$ cat config.mk
export PLATFORM = sky130hd
export DESIGN_NAME = aud_clk_sched
export DESIGN_NICKNAME = d
export VERILOG_FILES = /design/src/rtl/aud_clk_sched.sv
export SDC_FILE = /design/constraint.sdc
export NUM_CORES = 1
export LEC_CHECK = 0
export CAP_MARGIN = 20
export CORE_MARGIN = 3
export CORE_UTILIZATION = 56
export CTS_BUF_LIST = sky130_fd_sc_hd__clkbuf_8
export CTS_CLUSTER_SIZE = 25
export DETAILED_ROUTE_END_ITERATION = 12
export GPL_TIMING_DRIVEN = 0
export PLACE_DENSITY_LB_ADDON = 0.05
export SLEW_MARGIN = 10
export SYNTH_ARGS = -nofsm -noshare
export SYNTH_HDL_FRONTEND = slang
export SYNTH_SLANG_ARGS = --single-unit
$ cat constraint.sdc
create_clock -name clk -period 2.65 [get_ports clk]
set_input_delay 0.3975 -clock clk [delete_from_list [all_inputs] [get_ports clk]]
set_output_delay 0.3975 -clock clk [all_outputs]
set_load 0.01 [all_outputs]
$ cat src/rtl/aud_clk_sched.sv
// Audio clock scheduler: AUDCTL/SKCTL holding, 64 kHz / 15 kHz base strobe generation
// and STIMER re-phasing of the two free-running prescalers.
module aud_clk_sched #(
    parameter int DIV64K = 28,
    parameter int DIV15K = 114,
    parameter int CW     = 7
) (
    input  logic       clk,
    input  logic       reset,
    input  logic       enp,
    input  logic [7:0] D,
    input  logic       Addr8w,
    input  logic       Addr9w,
    input  logic       Addr15w,
    output logic       audClock,
    output logic       enFastClk1,
    output logic       enFastClk3,
    output logic       ch2Bits16,
    output logic       ch4Bits16,
    output logic       hpf1,
    output logic       hpf2,
    output logic       poly9,
    output logic       sel15k,
    output logic       initMode
);

    typedef enum logic [1:0] {ST_INIT, ST_RUN, ST_SYNC} state_t;

    localparam logic [CW-1:0] TC64 = CW'(DIV64K - 1);
    localparam logic [CW-1:0] TC15 = CW'(DIV15K - 1);

    state_t        state;
    state_t        state_nxt;
    logic [7:0]    audctl;
    logic [1:0]    skctl;
    logic [CW-1:0] cnt64;
    logic [CW-1:0] cnt15;
    logic          go_init;
    logic          hold_zero;
    logic          sync_clr;
    logic          adv;
    logic          hit;

    always_comb begin
        state_nxt = state;
        go_init   = Addr15w && (D[1:0] == 2'b00);
        case (state)
            ST_INIT: if (Addr15w && (D[1:0] != 2'b00)) state_nxt = ST_RUN;
            ST_RUN:  if (Addr9w) state_nxt = ST_SYNC;
            ST_SYNC: if (enp) state_nxt = ST_RUN;
            default: state_nxt = ST_INIT;
        endcase
        // Stopping the prescalers overrides any pending re-phase.
        if (go_init) state_nxt = ST_INIT;
        hold_zero = go_init || (state == ST_INIT);
        sync_clr  = (state == ST_SYNC) && enp;
        adv       = (state == ST_RUN) && enp;
        hit       = audctl[0] ? (cnt15 == TC15) : (cnt64 == TC64);
    end

    always_ff @(posedge clk) begin
        if (reset) begin
            state    <= ST_INIT;
            audctl   <= 8'h00;
            skctl    <= 2'b00;
            cnt64    <= '0;
            cnt15    <= '0;
            audClock <= 1'b0;
        end else begin
            state <= state_nxt;
            if (Addr8w)  audctl <= D;
            if (Addr15w) skctl  <= D[1:0];
            if (hold_zero || sync_clr) begin
                cnt64    <= '0;
                cnt15    <= '0;
                audClock <= 1'b0;
            end else if (adv) begin
                cnt64    <= (cnt64 == TC64) ? '0 : cnt64 + CW'(1);
                cnt15    <= (cnt15 == TC15) ? '0 : cnt15 + CW'(1);
                audClock <= hit;
            end
        end
    end

    assign poly9      = audctl[7];
    assign enFastClk1 = audctl[6];
    assign enFastClk3 = audctl[5];
    assign ch2Bits16  = audctl[4];
    assign ch4Bits16  = audctl[3];
    assign hpf1       = audctl[2];
    assign hpf2       = audctl[1];
    assign sel15k     = audctl[0];
    assign initMode   = (skctl == 2'b00);

endmodule

* Yosys cells after proc, flatten, opt, wreduce, memory -nomap -nowiden
Cells that the tools add are included. W data, S select, Z words.
Storage, ports and cells: register bits 27, input bits 14, output and inout port bits 10, word-level logic and storage cells 35
Operators by class: add/sub/neg operators 2, equal/unequal tests 7, muxes and demuxes 7, reductions and logical operators 13
Operator list (number):
- $add A7 B1 Y7 const B | 2
- $mux W7 | 2
- $eq A7 B5 Y1 const B | 1
- $eq A7 B7 Y1 const B | 1
- $logic_not A2 Y1 | 3
- $mux W2 | 3
- $ne A2 B2 Y1 const B | 3
- $pmux W2 S3 | 1
- $logic_and A1 B1 Y1 | 4
- $reduce_or A2 Y1 | 2
- $reduce_and A3 Y1 | 1
- $eq A2 B1 Y1 const B | 1
- $eq A2 B2 Y1 const B | 1
- $logic_or A1 B1 Y1 | 2
- $reduce_bool A2 Y1 | 1
- $mux W1 | 1

* Longest topological paths before layout
Gate-level depths: netlist of the first run.
depth in word-level cells 5, gate-level depth with buffers 7, gate-level depth less buffers 6

* Worst setup path before layout of the first run
Ideal clock, no wire load.
path type register -> register, start reg cnt64[0], end reg audClock, setup time 0.086 ns, arrival time 1.274 ns, data required time 2.564 ns, path slack 1.290 ns, cell stages (with the launch flop) 6, buffers on the path 0, period minus slack after synthesis 1.360 ns, path through dfxtp_1 -> ha_1 -> nor4b_2 -> nand3_1 -> mux2_2 -> a211oi_1
On the way: longest elaborated chain between the ends 2
Ends and longest elaborated chain:
- from (decl) | line 36 | logic [CW-1:0] cnt64;
- from (signal assigned) | line 78 | cnt64 <= (cnt64 == TC64) ? '0 : cnt64 + CW'(1);
- $eq A7 B5 Y1 | line 58 | hit = audctl[0] ? (cnt15 == TC15) : (cnt64 == TC64);
- $mux W1 | line 58
- to (signal assigned) | line 80 | audClock <= hit;
- to (decl) | line 15 | output logic audClock,
Every way passes these cells. A chain may end at the register's enable or synchronous reset.

* Final worst setup path of the first run
start in enp, end reg cnt64[4]
On the way: longest elaborated chain between the ends 3, elaborated cells on any way between the ends 4, those cells by class reduce/logical: 4
Ends and longest elaborated chain:
- from (decl) | line 10 | input logic enp,
- $logic_and A1 B1 Y1 | line 56 | sync_clr = (state == ST_SYNC) && enp;
- $logic_or A1 B1 Y1 | line 73 | if (hold_zero || sync_clr) begin
- $reduce_or A2 Y1 (no line)
Parallel ways exist; a longest one is shown, timed or not.

==> results of run 1 <==
==> path summary, 6_finish.rpt <==
check | from | to | slack (ns) | cells past startpoint
max | enp | cnt64[4] | 0.97 | 5
min reg2reg | skctl[0] | skctl[0] | 0.50 | 2
max reg2reg | cnt64[0] | cnt64[4] | 1.09 | 5
min | skctl[0] | skctl[0] | 0.50 | 2
==> worst max-delay path, delay by kind of cell <==
family	cells	cell delay, ns
compound gates	2	0.63
buf+inv	1	0.49
simple gates	2	0.37
==> flip-flops by register name (all words and copies together) (netlist names) <==
signal	count
skctl	2
state	2
cnt64	7
cnt15	7
audctl	8
audClock	1
==> cell type report <==
cell class	count	area, µm²	area share [%]
Buffer	5	31.3	2.06
Sequential cell	27	541	35.6
Multi-Input combinational cell	95	639	42.1
Clock inverter	1	5.00	0.329
Inverter	2	7.51	0.494
Tap cell	27	33.8	2.22
Clock buffer	3	41.3	2.72
Timing Repair Buffer	22	220	14.5
==> layout by cell type, fill, tap and decap left out, types with 2 or more instances in the layout <==
cell	netlist	routed
inv_1	2	2
clkbuf_8	0	3
a21oi_1	2	2
nand3_1	2	2
and3_1	4	4
nor2_1	33	33
mux2i_1	11	11
nand4_1	5	5
xnor2_1	2	2
nand2_1	7	7
xor2_1	10	10
clkdlybuf4s50_1	0	22
o21ai_0	2	2
dfxtp_1	27	27
clkbuf_1	2	2
ha_1	3	3
==> report_power, final <==
group          leakage, nW  internal [W]  switching [W]
clock               0.0255      0.000105       0.000119
sequential           0.220      0.000417     0.00000791
combinational        0.346     0.0000530      0.0000452
==> cell usage after synthesis <==
library cell,number
nor2_1,33
dfxtp_1,27
mux2i_1,11
xor2_1,10
nand2_1,7
nand4_1,5
and3_1,4
ha_1,3
a21oi_1,2
clkbuf_1,2
inv_1,2
nand3_1,2
o21ai_0,2
xnor2_1,2
a2111oi_4,1
a211oi_1,1
a211oi_2,1
a21o_1,1
a22oi_1,1
and3b_2,1
and4bb_2,1
buf_2,1
buf_4,1
buf_6,1
maj3_1,1
mux2_2,1
nand2b_1,1
nor2b_2,1
nor4b_2,1
o21ai_1,1
o21ai_2,1
==> per-layer routing <==
metal / global-route usage (%) / share of wire (%) / vias up
li1: - / - / 485
met1: 22.1 / 43 / 443
met2: 36.2 / 49 / 25
met3: 7.12 / 5.8 / 6
met4: 6.38 / 2.2 / 0
met5: 0 / 0 / -
==> stage by stage <==
step / hold WS [ns] / utilization (%) / power (W) / instances / area, µm²
final: 0.502 / 75.9 / 0.000748 / 182 / 1520
after global routing: 0.543 / 75.9 / 0.000782 / 182 / 1520
after CTS: 0.507 / 75.9 / 0.000754 / 182 / 1520
after detailed placement: 0.485 / 73.6 / 0.000532 / 178 / 1470
after global placement: 0.473 / 73.6 / 0.000528 / 178 / 1470
after floorplan: 0.461 / - / 0.000483 / 129 / 1220
==> cell families after synthesis <==
kind of cell | synth area share [%]
DFF | 44.4
adders and majority gates | 3.90
and+or+nand+nor | 22.1
xor gates and xnor gates | 8.62
AOI/OAI and AO/OA | 7.91
muxes | 9.96
buffers and inverters | 3.18
==> run_results.csv, run 1 <==
group,metric,value,unit
layout,drive_gt1_share,9.68,%
global_routing,grt_usage,20.3,%
clocking,postCtsResizedCells,0,
worst_setup_path,crit_fanout,6,
route,vias,959,
outcome,status,"completed",
synth,synth_top_area_share,44.4,%
worst_setup_path,cp-start-kind,"input pin",
clocking,clock_sinks,27,
synth,syn_area,1220,µm²
timing,finalHoldViolations,0,
timing,setup_violations,0,
global_routing,antenna_found_initial,0,
clocking,numCtsBuffers,3,
place,pre_cts_slack,0.704,ns
clocking,cts_hold_buf,0,
worst_setup_path,endpoint_kind,"register",
worst_setup_path,critPathMaxStageDelay,0.49,ns
worst_setup_path,worstPathRequired,2.85,ns
place,port_buffers,22,
run,max_cap_viol_count,0,
power_and_ir_drop,p_leak,0.591,nW
global_routing,grt_pass1_vias,992,
clocking,cts_tree,"built",
worst_setup_path,worstPathArrival,1.88,ns
clocking,cts_buffer_depth,2,
clocking,clk_latency,0.27,ns
worst_setup_path,crit_type,"input pin to register",
route,routedWlPerCell,12.8,µm
clocking,cts_max_level,1,
timing,tightest_slew,0.537,ns
floorplanning,fp.dieW,52.7,µm
global_routing,grt_max_degree,16,
timing,finalSetupTns,0,ns
clocking,post_cts_buffers,0,
synth,syn_inst,129,
synth,ys_types,31,
layout,antenna_cells,0,
floorplanning,core_area,2000,µm²
timing,relSlewSlack,64.2,%
clocking,root_buffer,"clkbuf_8",
timing,min_period_over_period,63.4,%
timing,finalClockSkew,0.00625,ns
route,drt_iter0_markers,17,
floorplanning,initial_core_util,60.9,%
route,post_drt_via_cell_ratio,5.27,
worst_setup_path,cp_slowest_cell,"clkdlybuf4s50_1",
synth,synth-seq-area-share,44.4,%
timing,setup_ws,0.971,ns
route,totalWireLength,2.34,mm
route,ant_nets,0,
route,dr.pass1.iters,4,
synth,syn_nets,146,
timing,rsz0062_at_grt,"false",
global_routing,grt_pass1_wl,4.22,mm
global_routing,overflow,0,
floorplanning,die_h,52.7,µm
synth,synth_area_leaders,"dfxtp_1 44%, nor2_1 10%, mux2i_1 9.0%",
layout,fillerInstances,160,
route,drc,0,
power_and_ir_drop,peakVddDrop,462,µV
power_and_ir_drop,powerDensity,492,nW/µm²
layout,area_delta_synth_final,24.6,%
timing,fmax,595,MHz
synth,yosysTopAreaCell,"dfxtp_1",
worst_setup_path,worstPathCellList,"clkdlybuf4s50_1, nor2b_2, a2111oi_4, o21ai_1, nor2_1",
layout,nNetsFinal,173,
floorplanning,die-area,2770,µm²
hold_path,hold_path_class,"register to register",
synth,syn_area_per_cell,9.45,µm²
timing,period_minus_slack,1.68,ns
timing,slew_violations,0,
synth,synth-warning-count,0,
place,routabilityCongestion,0.710,
place,dpl.hpwl,1.76,mm
clocking,clk_pin_slew,0.09,ns
floorplanning,rows,16,
floorplanning,io_pins,24,
synth,synth-seq-cells,27,
No activity file was read; power rests on OpenSTA's default activity.
==> run 2: changes to the inputs <==
- CORE_UTILIZATION: 56 -> 47
- clock period: 2.65 -> 1.5 ns (I/O delays scaled with it)
==> run 2 against run 1 <==
Against the previous run: combinational power rose by 80%; first-iteration DRC count rose by 59%; sequential share of layout area fell by 1.4 points; flip-flop and latch count did not move; wire length rose by 0.21%; clock skew fell by 0.0047 ns.
==> run_results.csv, run 2 (synthesis gave the netlist of run 1 again) <==
group,metric,value,unit
outcome,status,"completed",
route,drt_iter0_markers,27,
route,totalWireLength,2.34,mm
place,pre_cts_slack,-0.269,ns
worst_setup_path,r2r_setup_slack,0.09,ns
power_and_ir_drop,peakVddDrop,745,µV
timing,finalClockSkew,0.00158,ns
layout,final_common_cell,"nor2_1",
floorplanning,die_h,56.9,µm
worst_setup_path,crit_fanout,7,
route,post_drt_via_cell_ratio,5.17,
timing,slew_violations,0,
clocking,numCtsBuffers,3,
global_routing,grt_max_degree,15,
timing,finalHoldViolations,0,
layout,largest_reg_flops,8,
clocking,cts_buffer_depth,2,
global_routing,antenna_found_initial,0,
timing,rsz0062_at_grt,"true",
worst_setup_path,rr_worst_depth,5,
worst_setup_path,crit_type,"input pin to register",
layout,nNetsFinal,175,
worst_setup_path,endpoint_kind,"register",
timing,relSlewSlack,65.5,%
timing,setup_ws,0.0171,ns
hold_path,hold_path_class,"input pin to register",
timing,tightest_slew,0.517,ns
route,vias,956,
power_and_ir_drop,p_leak,0.631,nW
timing,period_minus_slack,1.48,ns
floorplanning,io_pins,24,
floorplanning,core_area,2340,µm²
clocking,cts_tree,"built",
layout,top_register,"audctl",
worst_setup_path,critPathMaxStageDelay,0.53,ns
clocking,cts_hold_buf,0,
global_routing,grt_usage,15.2,%
run,max_cap_viol_count,0,
clocking,root_buffer,"clkbuf_8",
clocking,clk_latency,0.27,ns
power_and_ir_drop,powerDensity,831,nW/µm²
worst_setup_path,worstPathRequired,1.70,ns
layout,area_delta_synth_final,31.1,%
floorplanning,die-area,3240,µm²
timing,min_period_over_period,98.9,%
route,drc,0,
place,port_buffers,22,
place,routabilityCongestion,0.734,
floorplanning,rows,17,
floorplanning,initial_core_util,52.1,%
worst_setup_path,cp-start-kind,"input pin",
global_routing,overflow,0,
worst_setup_path,crit_family,"buffers and inverters",
global_routing,grt_pass1_wl,3.86,mm
layout,antenna_cells,0,
clocking,clk_pin_slew,0.09,ns
layout,layout_common_cells,"33 x nor2_1, 23 x dfxtp_1, 20 x clkdlybuf4s50_1, 11 x mux2i_1, 10 x xor2_1",
worst_setup_path,worstPathCellList,"clkdlybuf4s50_1, nor2_1, a2111oi_4, buf_4, o21ai_4, a211oi_2",
clocking,cts_max_level,1,
layout,fin_area,1600,µm²
place,dpl_cell_area,1470,µm²
place,dpl.hpwl,1.67,mm
worst_setup_path,worstPathArrival,1.68,ns
layout,drive_gt1_share,15.3,%
clocking,clock_sinks,27,
worst_setup_path,cp.buffers_inverters,2,
worst_setup_path,cp_slowest_cell,"clkdlybuf4s50_1",
floorplanning,fp.dieW,56.9,µm
layout,reg.largest.list,"audctl (8), cnt15 (7), cnt64 (7)",
route,ant_nets,0,
timing,setup_violations,0,
worst_setup_path,cp.depth,6,
layout,fillerInstances,196,
timing,fmax,674,MHz
global_routing,grt_pass1_vias,927,
route,routedWlPerCell,12.7,µm
route,dr.pass1.iters,4,
hold_path,whs_path_depth,3,
run 2: changes by cell type in the layout (fill, tap and decap cells not counted), moves of 2 or more:
cell / change
dfxtp_1: -4
dfxtp_2: +4
buf_4: +2
clkdlybuf4s50_1: -2
dlymetal6s2s_1: +2
o21ai_4: +2
run 2: worst paths after layout:
check	endpoint	startpoint
max	cnt15[1]	D[0]
min reg2reg	audctl[6]	audctl[6]
max reg2reg	cnt15[1]	state[0]
min	audctl[6]	Addr8w
run 2: layout make-up:
class	count	area [µm²]	area share, %
buffer	5	31.3	1.96
clock buffer	3	41.3	2.58
clock inverter	1	3.75	0.235
inverter	2	7.51	0.470
multi-input combinational	95	693	43.4
sequential	27	546	34.1
tap	28	35.0	2.19
timing repair buffer	24	240	15.0
run 2: repair_timing:
action / 4_1_cts / 5_1_grt
pin swaps: 1 / 3
buffers inserted: 0 / 2
cloned: 0 / 0
setup endpoints to repair: 7 / 16
resized for setup: 3 / 12
run 2: stage by stage:
stage / hold WS, ns / TNS, ns / std cells / utilization [%] / total power [W]
2_1_floorplan: 0.372 / 0 / 129 / - / 0.000853
3_3_place_gp: 0.473 / -2.72 / 179 / 63.0 / 0.000935
3_5_place_dp: 0.485 / -3.02 / 179 / 63.0 / 0.000939
4_1_cts: 0.473 / -0.0260 / 183 / 65.2 / 0.00134
5_1_grt: 0.515 / -0.0247 / 185 / 68.3 / 0.00139
6_report: 0.471 / 0 / 185 / 68.3 / 0.00133
run 2: tightest hold or removal path, stage by stage:
cell and delay (ns):
clkbuf_1 0.23, mux2i_1 0.18, nor2_1 0.07
run 2: report_power, final:
group / switching [W] / total (W) / internal, W
registers: 0.0000136 / 0.000750 / 0.000737
clock network: 0.000218 / 0.000401 / 0.000184
logic: 0.0000814 / 0.000177 / 0.0000954
total: 0.000313 / 0.00133 / 0.00102
run 2: per-layer routing:
| metal | global-route usage, % | vias to the layer above | share of wire [%] |
|---|---|---|---|
| li1 | - | 490 | - |
| met1 | 17.8 | 438 | 43 |
| met2 | 24.5 | 24 | 50 |
| met3 | 6.90 | 4 | 6.7 |
| met4 | 5.63 | 0 | 1.2 |
| met5 | 0 | - | 0 |
==> run 3: changes to the inputs <==
- CORE_MARGIN: 3 -> not set
==> run 3 against run 2 <==
Against the previous run: clock power fell by 2%; cell area is 1.2% lower; core utilization is 4.0 points lower; hold slack improved by 0.029 ns; critical endpoint unchanged.
==> run_results.csv, run 3 (synthesis gave the netlist of run 1 again) <==
group,metric,value,unit
timing,relSlewSlack,61.8,%
layout,drive_gt1_share,14.8,%
place,dpl.hpwl,1.66,mm
layout,nNetsFinal,173,
timing,fmax,682,MHz
floorplanning,io_pins,24,
route,dr.pass1.iters,4,
clocking,numCtsBuffers,3,
global_routing,overflow,0,
global_routing,grt_usage,17.0,%
worst_setup_path,crit_fanout,7,
global_routing,grt_pass1_vias,840,
timing,tightest_slew,0.573,ns
worst_setup_path,worstPathCellList,"clkdlybuf4s50_1, a2111oi_4, o21ai_4, a211oi_2",
floorplanning,core_area,2450,µm²
hold_path,hold_path_class,"register to register",
layout,utilization,64.3,%
worst_setup_path,cp.buffers_inverters,1,
worst_setup_path,worstPathRequired,1.69,ns
timing,period_minus_slack,1.47,ns
floorplanning,initial_core_util,49.6,%
place,routabilityCongestion,0.745,
worst_setup_path,r2r_setup_slack,0.07,ns
layout,area_delta_synth_final,29.6,%
layout,multi_input_area,687,µm²
global_routing,grt_pass1_wl,3.51,mm
layout,largest_reg_flops,8,
run,max_cap_viol_count,0,
clocking,root_buffer,"clkbuf_8",
layout,fillerInstances,209,
global_routing,grt.met3_usage,2.87,%
route,vias,952,
route,totalWireLength,2.25,mm
floorplanning,die-area,2800,µm²
global_routing,use_met2,28.9,%
worst_setup_path,crit_family,"compound AO/OA/AOI/OAI gates",
global_routing,met1_usage,21.2,%
clocking,cts_buffer_depth,2,
route,drc,0,
power_and_ir_drop,peakVddDrop,545,µV
timing,finalClockSkew,0.00294,ns
clocking,clk_latency,0.26,ns
layout,layout_common_cells,"33 x nor2_1, 23 x dfxtp_1, 21 x clkdlybuf4s50_1, 11 x mux2i_1, 10 x xor2_1",
timing,setup_violations,0,
floorplanning,die_h,52.9,µm
global_routing,antenna_found_initial,0,
clocking,clock_sinks,27,
worst_setup_path,critPathMaxStageDelay,0.54,ns
timing,rsz0062_at_grt,"false",
outcome,status,"completed",
layout,instances_no_fill,185,
route,routedWlPerCell,12.2,µm
power_and_ir_drop,power,0.00132,W
power_and_ir_drop,p_leak,0.600,nW
global_routing,grt-busiest-layer,"met2",
timing,min_period_over_period,97.7,%
clocking,cts_max_level,1,
floorplanning,fp.dieW,52.9,µm
worst_setup_path,endpoint_kind,"register",
global_routing,grt_max_degree,15,
layout,top_register,"audctl",
power_and_ir_drop,powerDensity,833,nW/µm²
worst_setup_path,cp-start-kind,"input pin",
route,post_drt_via_cell_ratio,5.15,
route,ant_nets,0,
place,dp.cells,181,
floorplanning,rows,18,
layout,final_common_cell,"nor2_1",
layout,reg.largest.list,"audctl (8), cnt15 (7), cnt64 (7)",
timing,slew_violations,0,
route,drt_iter0_markers,14,
clocking,cts_tree,"built",
worst_setup_path,crit_type,"input pin to register",
clocking,clk_pin_slew,0.09,ns
worst_setup_path,cp_slowest_cell,"clkdlybuf4s50_1",
timing,finalHoldViolations,0,
layout,seq_area,548,µm²
layout,antenna_cells,0,
worst_setup_path,worstPathArrival,1.65,ns
clocking,post_cts_buffers,0,
place,port_buffers,22,
clocking,cts_hold_buf,0,
run 3: per-layer routing:
| layer | vias to the layer above | wire length [µm] |
|---|---|---|
| met5 | - | 0 |
| met4 | 0 | 10 |
| met3 | 2 | 68 |
| met2 | 18 | 1090 |
| met1 | 446 | 1080 |
| li1 | 486 | - |
run 3: worst paths after layout:
| path | from | to | cells after the start |
|---|---|---|---|
| worst min-delay path | audctl[5] | audctl[5] | 2 |
| worst max-delay path | Addr15w | cnt15[1] | 4 |
| worst max register to register | cnt15[1] | audClock | 6 |
| worst min register to register | audctl[5] | audctl[5] | 2 |
run 3: area by class of cell:
cell class	instances	area share, %
well taps	30	2.38
inverters	2	0.475
multi-input cells	95	43.5
plain buffers	5	1.98
flip-flops and latches	27	34.7
repair buffers	22	14.1
clock inverters	1	0.238
clock buffers	3	2.61
run 3: repair_timing:
action	in CTS	in global routing
pin swaps	3	1
gates resized for setup	9	5
setup endpoints to repair	8	6
run 3: worst reg2reg max path: stages, from the launching register on:
cell and delay [ns]:
dfxtp_2 0.34, inv_1 0.05, ha_1 0.13, and4bb_2 0.23, nand3_2 0.11, mux2_2 0.30
a211oi_2 0.20
run 3: per-stage QoR:
stage / setup slack (ns) / setup TNS, ns / instance area (µm²) / hold slack, ns
2_1_floorplan: 0.140 / 0 / 1220 / 0.372
3_3_place_gp: -0.258 / -2.71 / 1480 / 0.473
3_5_place_dp: -0.292 / -3.35 / 1480 / 0.487
4_1_cts: 0.00429 / 0 / 1560 / 0.506
5_1_grt: 0.00146 / 0 / 1580 / 0.533
6_report: 0.0346 / 0 / 1580 / 0.500
run 3: where the power goes:
group	switching, W	total (W)	internal [W]
sequential	0.0000136	0.000748	0.000735
clock	0.000210	0.000392	0.000183
combinational	0.0000803	0.000174	0.0000938
